$ cat config.mk
export PLATFORM = sky130hd
export DESIGN_NAME = gen_skid_reg
export DESIGN_NICKNAME = d
export VERILOG_FILES = /design/src/rtl/gen_skid_reg.sv
export SDC_FILE = /design/constraint.sdc
export NUM_CORES = 1
export LEC_CHECK = 0
export ABC_AREA = 1
export CORE_ASPECT_RATIO = 0.7
export CORE_MARGIN = 2
export CORE_UTILIZATION = 45
export CTS_BUF_LIST = sky130_fd_sc_hd__clkbuf_4 sky130_fd_sc_hd__clkbuf_8
export CTS_CLUSTER_SIZE = 8
export DETAILED_ROUTE_END_ITERATION = 7
export PLACE_DENSITY = 0.85
export SLEW_MARGIN = 10
export SYNTH_ARGS = -nofsm -noshare
export SYNTH_HDL_FRONTEND = slang
export SYNTH_SLANG_ARGS = --single-unit
$ cat constraint.sdc
create_clock -name reg_clock_input -period 3 [get_ports reg_clock_input]
set_clock_uncertainty 0.05 [all_clocks]
set_input_delay 0.9 -clock reg_clock_input [delete_from_list [all_inputs] [get_ports reg_clock_input]]
set_output_delay 0.9 -clock reg_clock_input [all_outputs]
set_load 0.02 [all_outputs]
$ cat src/rtl/gen_skid_reg.sv
// rtl/gen_skid_reg.sv - valid/ready pipeline register with two-entry skid buffer and flush
// Optional statistics counters are enabled with GEN_SKID_REG_STATS_EN.
module gen_skid_reg #(
    parameter int                    DATA_WIDTH  = 32,
    parameter logic [DATA_WIDTH-1:0] RESET_VALUE = '0
`ifdef GEN_SKID_REG_STATS_EN
    ,
    parameter int                    CNT_WIDTH   = 16
`endif
) (
    input  logic                  reg_clock_input,
    input  logic                  reg_input_reset,
    input  logic [DATA_WIDTH-1:0] reg_input_data,
    input  logic                  reg_input_valid,
    output logic                  reg_input_ready,
    input  logic                  reg_input_flush,
    output logic [DATA_WIDTH-1:0] reg_output_data,
    output logic                  reg_output_valid,
    input  logic                  reg_output_ready
`ifdef GEN_SKID_REG_STATS_EN
    ,
    output logic [CNT_WIDTH-1:0]  reg_stat_xfer_count,
    output logic [CNT_WIDTH-1:0]  reg_stat_stall_count
`endif
);

    localparam logic [1:0] ST_EMPTY = 2'd0;
    localparam logic [1:0] ST_BUSY  = 2'd1;
    localparam logic [1:0] ST_FULL  = 2'd2;

    logic [1:0]            state_q, state_d;
    logic [DATA_WIDTH-1:0] main_q, main_d;
    logic [DATA_WIDTH-1:0] skid_q, skid_d;
    logic                  ready_q, ready_d;
    logic                  in_fire, out_fire;

    assign in_fire          = reg_input_valid & ready_q;
    assign out_fire         = reg_output_valid & reg_output_ready;
    assign reg_input_ready  = ready_q;
    assign reg_output_valid = (state_q != ST_EMPTY);
    assign reg_output_data  = main_q;

    always_comb begin
        state_d = state_q;
        main_d  = main_q;
        skid_d  = skid_q;
        case (state_q)
            ST_EMPTY: begin
                if (in_fire) begin
                    state_d = ST_BUSY;
                    main_d  = reg_input_data;
                end
            end
            ST_BUSY: begin
                if (in_fire && out_fire) begin
                    main_d = reg_input_data;
                end else if (in_fire) begin
                    state_d = ST_FULL;
                    skid_d  = reg_input_data;
                end else if (out_fire) begin
                    state_d = ST_EMPTY;
                end
            end
            ST_FULL: begin
                if (out_fire) begin
                    state_d = ST_BUSY;
                    main_d  = skid_q;
                end
            end
            default: state_d = ST_EMPTY;
        endcase
        // Flush wins over every transition; data is left as-is since it is invalid afterwards.
        if (reg_input_flush) begin
            state_d = ST_EMPTY;
            main_d  = main_q;
            skid_d  = skid_q;
        end
        ready_d = (state_d != ST_FULL);
    end

    always_ff @(posedge reg_clock_input or posedge reg_input_reset) begin
        if (reg_input_reset) begin
            state_q <= ST_EMPTY;
            main_q  <= RESET_VALUE;
            skid_q  <= RESET_VALUE;
            ready_q <= 1'b1;
        end else begin
            state_q <= state_d;
            main_q  <= main_d;
            skid_q  <= skid_d;
            ready_q <= ready_d;
        end
    end

`ifdef GEN_SKID_REG_STATS_EN
    logic [CNT_WIDTH-1:0] xfer_q, xfer_d;
    logic [CNT_WIDTH-1:0] stall_q, stall_d;

    always_comb begin
        xfer_d  = xfer_q;
        stall_d = stall_q;
        if (out_fire) begin
            xfer_d = xfer_q + 1'b1;
        end
        if (reg_output_valid && !reg_output_ready) begin
            stall_d = stall_q + 1'b1;
        end
    end

    always_ff @(posedge reg_clock_input or posedge reg_input_reset) begin
        if (reg_input_reset) begin
            xfer_q  <= '0;
            stall_q <= '0;
        end else begin
            xfer_q  <= xfer_d;
            stall_q <= stall_d;
        end
    end

    assign reg_stat_xfer_count  = xfer_q;
    assign reg_stat_stall_count = stall_q;
`endif

endmodule

After elaboration in Yosys (flattened, before gate mapping)
Cells that the tools add are included.
- flip-flop bits (word level): 67
- output and inout bits: 34
- bits of input ports: 37
- logic and storage cells: 31
- eq/ne operators: 6
- bitwise gates (word level): 4
- reduce and logical (&&, ||, !) cells: 6
- multiplexer cells: 11
- operators with widths (kind ; number):
    $mux 32 ; 3
    $pmux 32 s3 ; 1
    $mux 2 ; 6
    $ne 2x2->1 const B ; 4
    $pmux 2 s3 ; 1
    $reduce_and 5->1 ; 1
    $reduce_and 4->1 ; 1
    $reduce_bool 3->1 ; 1
    $and 1x1->1 ; 2
    $eq 2x1->1 const B ; 1
    $eq 2x2->1 const B ; 1
    $logic_not 2->1 ; 1
    $not 1->1 ; 2
    $reduce_bool 2->1 ; 1
    $logic_and 1x1->1 ; 1

Logic depth before layout (Yosys ltp)
Gate-level depths: netlist (run 1).
- word-level depth: 8
- gate-level depth with buffers: 8
- depth with buffers taken out: 6

Worst setup path after synthesis (run 1)
No wires, ideal clock.
- path kind: input -> register
- from: input port reg_input_flush
- to: register skid_q[0]
- required time: 2.884 ns
- stages: 4
- data arrival time: 1.622 ns
- setup time: 0.066 ns
- path buffers: 1
- path slack: 1.262 ns
- cell sequence: nor2_1 -> clkbuf_1 -> nand3_1 -> nand2_1
- longest elaborated chain between the ends: 2
- ends and longest elaborated chain (what ; line ; text):
    from (decl) ; 16 ; input logic reg_input_flush,
    $not 1->1 (no line) ; - ;
    $reduce_and 4->1 (no line) ; - ;
    to (signal assigned) ; 90 ; skid_q <= skid_d;
    to (decl) ; 33 ; logic [DATA_WIDTH-1:0] skid_q, skid_d;
Every way passes these cells.
A chain may end at the register's enable or synchronous reset.

Worst setup path after layout (run 1)
- from: input port state_q[1]
- to: output port reg_output_valid
- longest elaborated chain between the ends: 1
- ends and longest elaborated chain (what ; line ; text):
    from (decl) ; 31 ; logic [1:0] state_q, state_d;
    $reduce_bool 2->1 ; 40 ; assign reg_output_valid = (state_q != ST_EMPTY);
    to (decl) ; 18 ; output logic reg_output_valid,
Every way passes these cells.

==> results.sh, run 1 <==
export IMPL_clockPowerShare_pct=27.3
export IMPL_yosysWarnings=0
export IMPL_highest_layer="met4"
export IMPL_drc_errors=0
export IMPL_clkLatencyLatePin_ps=350
export IMPL_internal_power_mw=1.76
export IMPL_n_antenna_cell=0
export IMPL_root_buffer="clkbuf_8"
export IMPL_slew_violations=0
export IMPL_clock_sinks=67
export IMPL_gr_usage_all_layers_pct=22.9
export IMPL_r2r_end="reg_output_data[17]"
export IMPL_route_met2_wl_mm=3.98
export IMPL_finalNonFillerCells=571
export IMPL_antenna_found_initial=0
export IMPL_setup_worst_path_start="state_q[1]"
export IMPL_ys_seq_area_share_pct=53.0
export IMPL_worstSetupEndpointType="primary output"
export IMPL_route_met3_wl_um=730
export IMPL_synth_nets=446
export IMPL_cts_path_max_buffers=2
export IMPL_setup_tns_ps=0
export IMPL_grt_overflow=0
export IMPL_cp_start_kind="register"
export IMPL_dr_total_vias=3024
export IMPL_slew_headroom_pct=56.2
export IMPL_final_cell_area_mm2=0.00411
export IMPL_area_delta_synth_final_pct=29.9
export IMPL_hold_ws_ps=427
export IMPL_core_area_mm2=0.00679
export IMPL_wl_per_cell_um=14.5
export IMPL_place_ws_ps=456
export IMPL_setup_violations=0
export IMPL_rsz0062_at_grt="false"
export IMPL_arrival_ps=1540
export IMPL_hold_violations=0
export IMPL_hold_buffers=0
export IMPL_syn_area_per_cell_um2=7.74
export IMPL_post_cts_buffers=0
export IMPL_die_width_um=104
export IMPL_dp_cells=555
export IMPL_syn_instance_count=409
export IMPL_p_per_area_mw_per_mm2=622
export IMPL_crit_required_ps=2050
export IMPL_numCtsBuffers=9
export IMPL_gp_congestion=0.798
export IMPL_worst_r2r_setup_slack_ps=1110
export IMPL_p_seq_share_pct=47.3
export IMPL_cts_tree="built"
export IMPL_drt_iter0_drc=224
export IMPL_p_sw_mw=0.800
export IMPL_die_h_um=74.2
export IMPL_async_flop_share_pct=100
export IMPL_grt_start_max_net_pins=68
export IMPL_hpwl_mm=5.22
export IMPL_crit_path_max_fanout=3
export IMPL_netlist_area_mm2=0.00317
export IMPL_dieArea_mm2=0.00773
export IMPL_reg2reg_from="state_q[0]"
export IMPL_io_buffers=70
export IMPL_start_util_pct=46.7
export IMPL_clk_pin_slew_worst_paths_ps=70
export IMPL_drtPass1Iterations=5
export IMPL_vias_per_cell=5.30
export IMPL_synth_ff_type="dfrtp_1"
export IMPL_ant_nets=0
export IMPL_leakage_nw=2.15
export IMPL_drv_cap=0
export IMPL_grt_pass1_vias=3002
export IMPL_htreeDepth=3
export IMPL_cp_endpoint="reg_output_valid"
export IMPL_fmax_ghz=0.402
export IMPL_min_path_type="register to register"
export IMPL_met1Wirelength_mm=3.54
export IMPL_postPlaceCellArea_mm2=0.00393
export IMPL_synth_seq_cells=67
export IMPL_crit_type="register to primary output"
export IMPL_fp_row_count=25
export IMPL_post_route_period_util_pct=83.0
export IMPL_outcome="finished, final reports clean"
export IMPL_rr_worst_depth=8
export IMPL_synth_edff_count=0
export IMPL_ios=71
export IMPL_nets=509
export IMPL_fin_ws_ps=511
export IMPL_min_period_ps=2490
export IMPL_p_sw_share_pct=31.3
export IMPL_worstMarginPinSlew_ps=654
export IMPL_vdd_ir_drop_max_mv=0.460
export IMPL_wl_mm=8.30
export IMPL_combPwrFrac_pct=25.4
export IMPL_drive_gt1_share_pct=7.55
export IMPL_ctsResizeCount=0
export IMPL_synth_distinct_cells=19
export IMPL_grt_pass1_wl_mm=14.1
==> layout by cell type, fill, tap and decap left out, drive strengths merged <==
master	Yosys	layout
nand2	201	201
nand3	97	97
clkdlybuf4s50	0	70
dfrtp	66	66
clkbuf	8	14
buf	20	10
inv	8	8
nor2	4	4
clkinv	0	2
nor3	1	1
a21oi	1	1
o211ai	1	1
o21ai	1	1
dfstp	1	1
==> layout make-up <==
type | instances | area [um^2]
Clock buffer | 14 | 174
Clock inverter | 2 | 10.0
Fill cell | 627 | 2670
Inverter | 8 | 30.0
Multi-Input combinational cell | 306 | 1300
Sequential cell | 67 | 1680
Tap cell | 94 | 118
Timing Repair Buffer | 80 | 801
==> flip-flops by register name, indices dropped and copies added, names as in the netlist <==
name,cells
reg_input_ready,1
reg_output_data,32
skid_q,32
state_q,2
==> kinds of logic after synthesis <==
family	share of synthesized area, %
AND/OR/NAND/NOR	40.5
AO/OA/AOI/OAI	0.553
buffers and inverters	5.93
flip-flops	53.0
==> synthesized netlist by cell type (2+ instances only) <==
cell type | count | area [um^2]
nand2_2 | 2 | 12.5
clkbuf_1 | 8 | 30.0
nand2_1 | 199 | 747
inv_1 | 6 | 22.5
nor2_1 | 3 | 11.3
buf_2 | 12 | 60.1
buf_4 | 4 | 30.0
nand3_1 | 96 | 480
inv_2 | 2 | 7.51
dfrtp_1 | 66 | 1650
buf_6 | 3 | 33.8
==> worst max-delay path, stage by stage (launching register included) <==
cell	delay, ps
dfrtp_1	380
inv_2	50
nand2_1	130
clkdlybuf4s50_1	630
==> how the worst min path moves through the flow <==
stage	start	endpoint	slack (ps)	cells past startpoint
after global placement	skid_q[6]	skid_q[6]	400	2
after global routing	skid_q[31]	skid_q[31]	450	2
final	skid_q[17]	skid_q[17]	430	2
after detailed placement	skid_q[24]	skid_q[24]	410	2
after floorplan	skid_q[31]	skid_q[31]	390	2
after CTS	skid_q[24]	skid_q[24]	430	2
==> metrics by stage <==
step	util (%)	total power, mW
finish	60.6	2.56
floorplan	-	1.56
CTS	60.6	2.58
detailed placement	57.9	1.88
global route	60.6	2.70
global placement	57.9	1.85
==> power groups by stage <==
stage	combinational, mW	sequential [mW]	clock [mW]
floorplan	0.261	1.30	0
global placement	0.636	1.21	0
detailed placement	0.655	1.22	0
CTS	0.657	1.21	0.714
global route	0.722	1.23	0.750
finish	0.651	1.21	0.699
==> layer usage <==
metal	global-route usage [%]	up-vias
met3	6.92	7
met4	7.06	0
li1	-	1430
met2	37.9	137
met5	0	-
met1	29.7	1450
Power figures use the tool's default switching activity.
==> run 2, diff against run 1 <==
==> constraint.sdc (replaced) <==
create_clock -name reg_clock_input -period 2.4 [get_ports reg_clock_input]
set_clock_uncertainty 0.05 [all_clocks]
set_input_delay 0.72 -clock reg_clock_input [delete_from_list [all_inputs] [get_ports reg_clock_input]]
set_output_delay 0.72 -clock reg_clock_input [all_outputs]
set_load 0.02 [all_outputs]
==> results.sh, run 2 (same netlist as run 1, synthesis figures left out) <==
export IMPL_outcome="finished, final reports clean"
export IMPL_clk_pin_slew_worst_paths_ps=70
export IMPL_multiInputGateArea_mm2=0.00130
export IMPL_die_h_um=74.2
export IMPL_gr_usage_all_layers_pct=23.1
export IMPL_clock_sinks=67
export IMPL_clkLatencyLatePin_ps=350
export IMPL_cts_tree="built"
export IMPL_ctsResizeCount=0
export IMPL_gp_congestion=0.822
export IMPL_final_common_cell="nand2_1"
export IMPL_start_util_pct=46.7
export IMPL_fmax_ghz=0.443
export IMPL_drt_iter0_drc=260
export IMPL_min_period_ps=2260
export IMPL_min_path_type="register to register"
export IMPL_hold_violations=0
export IMPL_cp_depth=1
export IMPL_cp_cell_sequence="clkdlybuf4s50_1"
export IMPL_drc_errors=0
export IMPL_slew_violations=0
export IMPL_setup_worst_path_start="reg_input_ready"
export IMPL_area_delta_synth_final_pct=33.2
export IMPL_vias_per_cell=5.28
export IMPL_crit_required_ps=1630
export IMPL_root_buffer="clkbuf_8"
export IMPL_grt_pass1_vias=2939
export IMPL_cts_path_max_buffers=2
export IMPL_setup_violations=0
export IMPL_dp_cells=562
export IMPL_finalNonFillerCells=578
export IMPL_crit_buf_inv=1
export IMPL_hpwl_mm=5.53
export IMPL_regArea_mm2=0.00168
export IMPL_vdd_ir_drop_max_mv=0.464
export IMPL_grt_start_max_net_pins=68
export IMPL_die_width_um=104
export IMPL_cp_start_kind="register"
export IMPL_leakage_nw=2.19
export IMPL_wl_mm=8.32
export IMPL_worstSetupEndpointType="primary output"
export IMPL_layout_common_cells="199 x nand2_1, 96 x nand3_1, 70 x clkdlybuf4s50_1"
export IMPL_numCtsBuffers=9
export IMPL_cp_endpoint="reg_input_ready"
export IMPL_wl_per_cell_um=14.4
export IMPL_crit_type="register to primary output"
export IMPL_htreeDepth=3
export IMPL_p_per_area_mw_per_mm2=811
export IMPL_drive_gt1_share_pct=8.88
export IMPL_worst_r2r_setup_slack_ps=770
export IMPL_timing_critical_path_max_delay_family="buffers and inverters"
export IMPL_worstMarginPinSlew_ps=408
export IMPL_setup_tns_ps=0
export IMPL_grt_pass1_wl_mm=13.9
export IMPL_io_buffers=70
export IMPL_fp_row_count=25
export IMPL_core_area_mm2=0.00679
export IMPL_antenna_found_initial=0
export IMPL_cp_slowest_cell="clkdlybuf4s50_1"
export IMPL_post_cts_buffers=0
export IMPL_hold_buffers=0
export IMPL_ios=71
export IMPL_dieArea_mm2=0.00773
export IMPL_rsz0062_at_grt="false"
export IMPL_cp_slowest_stage_delay_ps=600
export IMPL_r2r_end="state_q[1]"
export IMPL_post_route_period_util_pct=94.2
export IMPL_n_antenna_cell=0
export IMPL_reg2reg_from="state_q[0]"
export IMPL_arrival_ps=1490
export IMPL_grt_overflow=0
export IMPL_ant_nets=0
export IMPL_drtPass1Iterations=5
export IMPL_slew_headroom_pct=72.8
export IMPL_nets=516
export IMPL_drv_cap=0
export IMPL_rr_worst_depth=6
export IMPL_dr_total_vias=3053
export IMPL_fill_cells=602
export IMPL_crit_path_max_fanout=2
[run 2: power breakdown]
part           internal (mW)  switching, mW  total [mW]
Clock                  0.652          0.435        1.09
Combinational          0.373          0.451       0.823
Sequential              1.37          0.139        1.51
Total                   2.40           1.02        3.42
[run 2: final cells by class]
| cell class | instances | share of cell area, % |
|---|---|---|
| clock inverter | 4 | 1.72 |
| inverter | 8 | 0.801 |
| tap | 94 | 2.79 |
| timing repair buffer | 87 | 20.2 |
| multi-input combinational | 306 | 30.9 |
| sequential | 67 | 39.8 |
| clock buffer | 12 | 3.77 |
[run 2: worst min-delay path by stage]
stage / depth (start not counted) / from / end / slack, ps
final: 2 / skid_q[13] / skid_q[13] / 420
after global routing: 2 / skid_q[14] / skid_q[14] / 450
after CTS: 2 / skid_q[0] / skid_q[0] / 430
after detailed placement: 2 / skid_q[6] / skid_q[6] / 410
after global placement: 2 / skid_q[26] / skid_q[26] / 400
after floorplan: 2 / skid_q[31] / skid_q[31] / 390
[run 2: through the flow]
step                      power [mW]  utilization [%]  hold slack (ps)  area, um^2  setup slack [ps]
final                           3.42             62.1              424        4220               140
after global placement          2.32             58.7              404        3990               298
after detailed placement        2.35             58.7              411        3990               246
after CTS                       3.45             62.1              428        4220               118
after floorplan                 1.95                -              393        3170               842
after global routing            3.60             62.1              452        4220              63.3
[run 2: metal layers]
layer	track usage (%)	wire length, um	up-vias
met5	0	0	-
met4	8.41	101	0
met3	7.19	639	9
met2	36.5	3850	141
met1	30.7	3720	1464
li1	-	-	1439
==> run 3, diff against run 2 <==
--- a/config.mk
+++ b/config.mk
@@ -13,7 +13,6 @@
 export CTS_CLUSTER_SIZE = 8
 export DETAILED_ROUTE_END_ITERATION = 7
 export PLACE_DENSITY = 0.85
-export SLEW_MARGIN = 10
 export SYNTH_ARGS = -nofsm -noshare
 export SYNTH_HDL_FRONTEND = slang
 export SYNTH_SLANG_ARGS = --single-unit
==> results of run 3 <==
No change in the layout: final DEF, timing and power equal those of run 2.
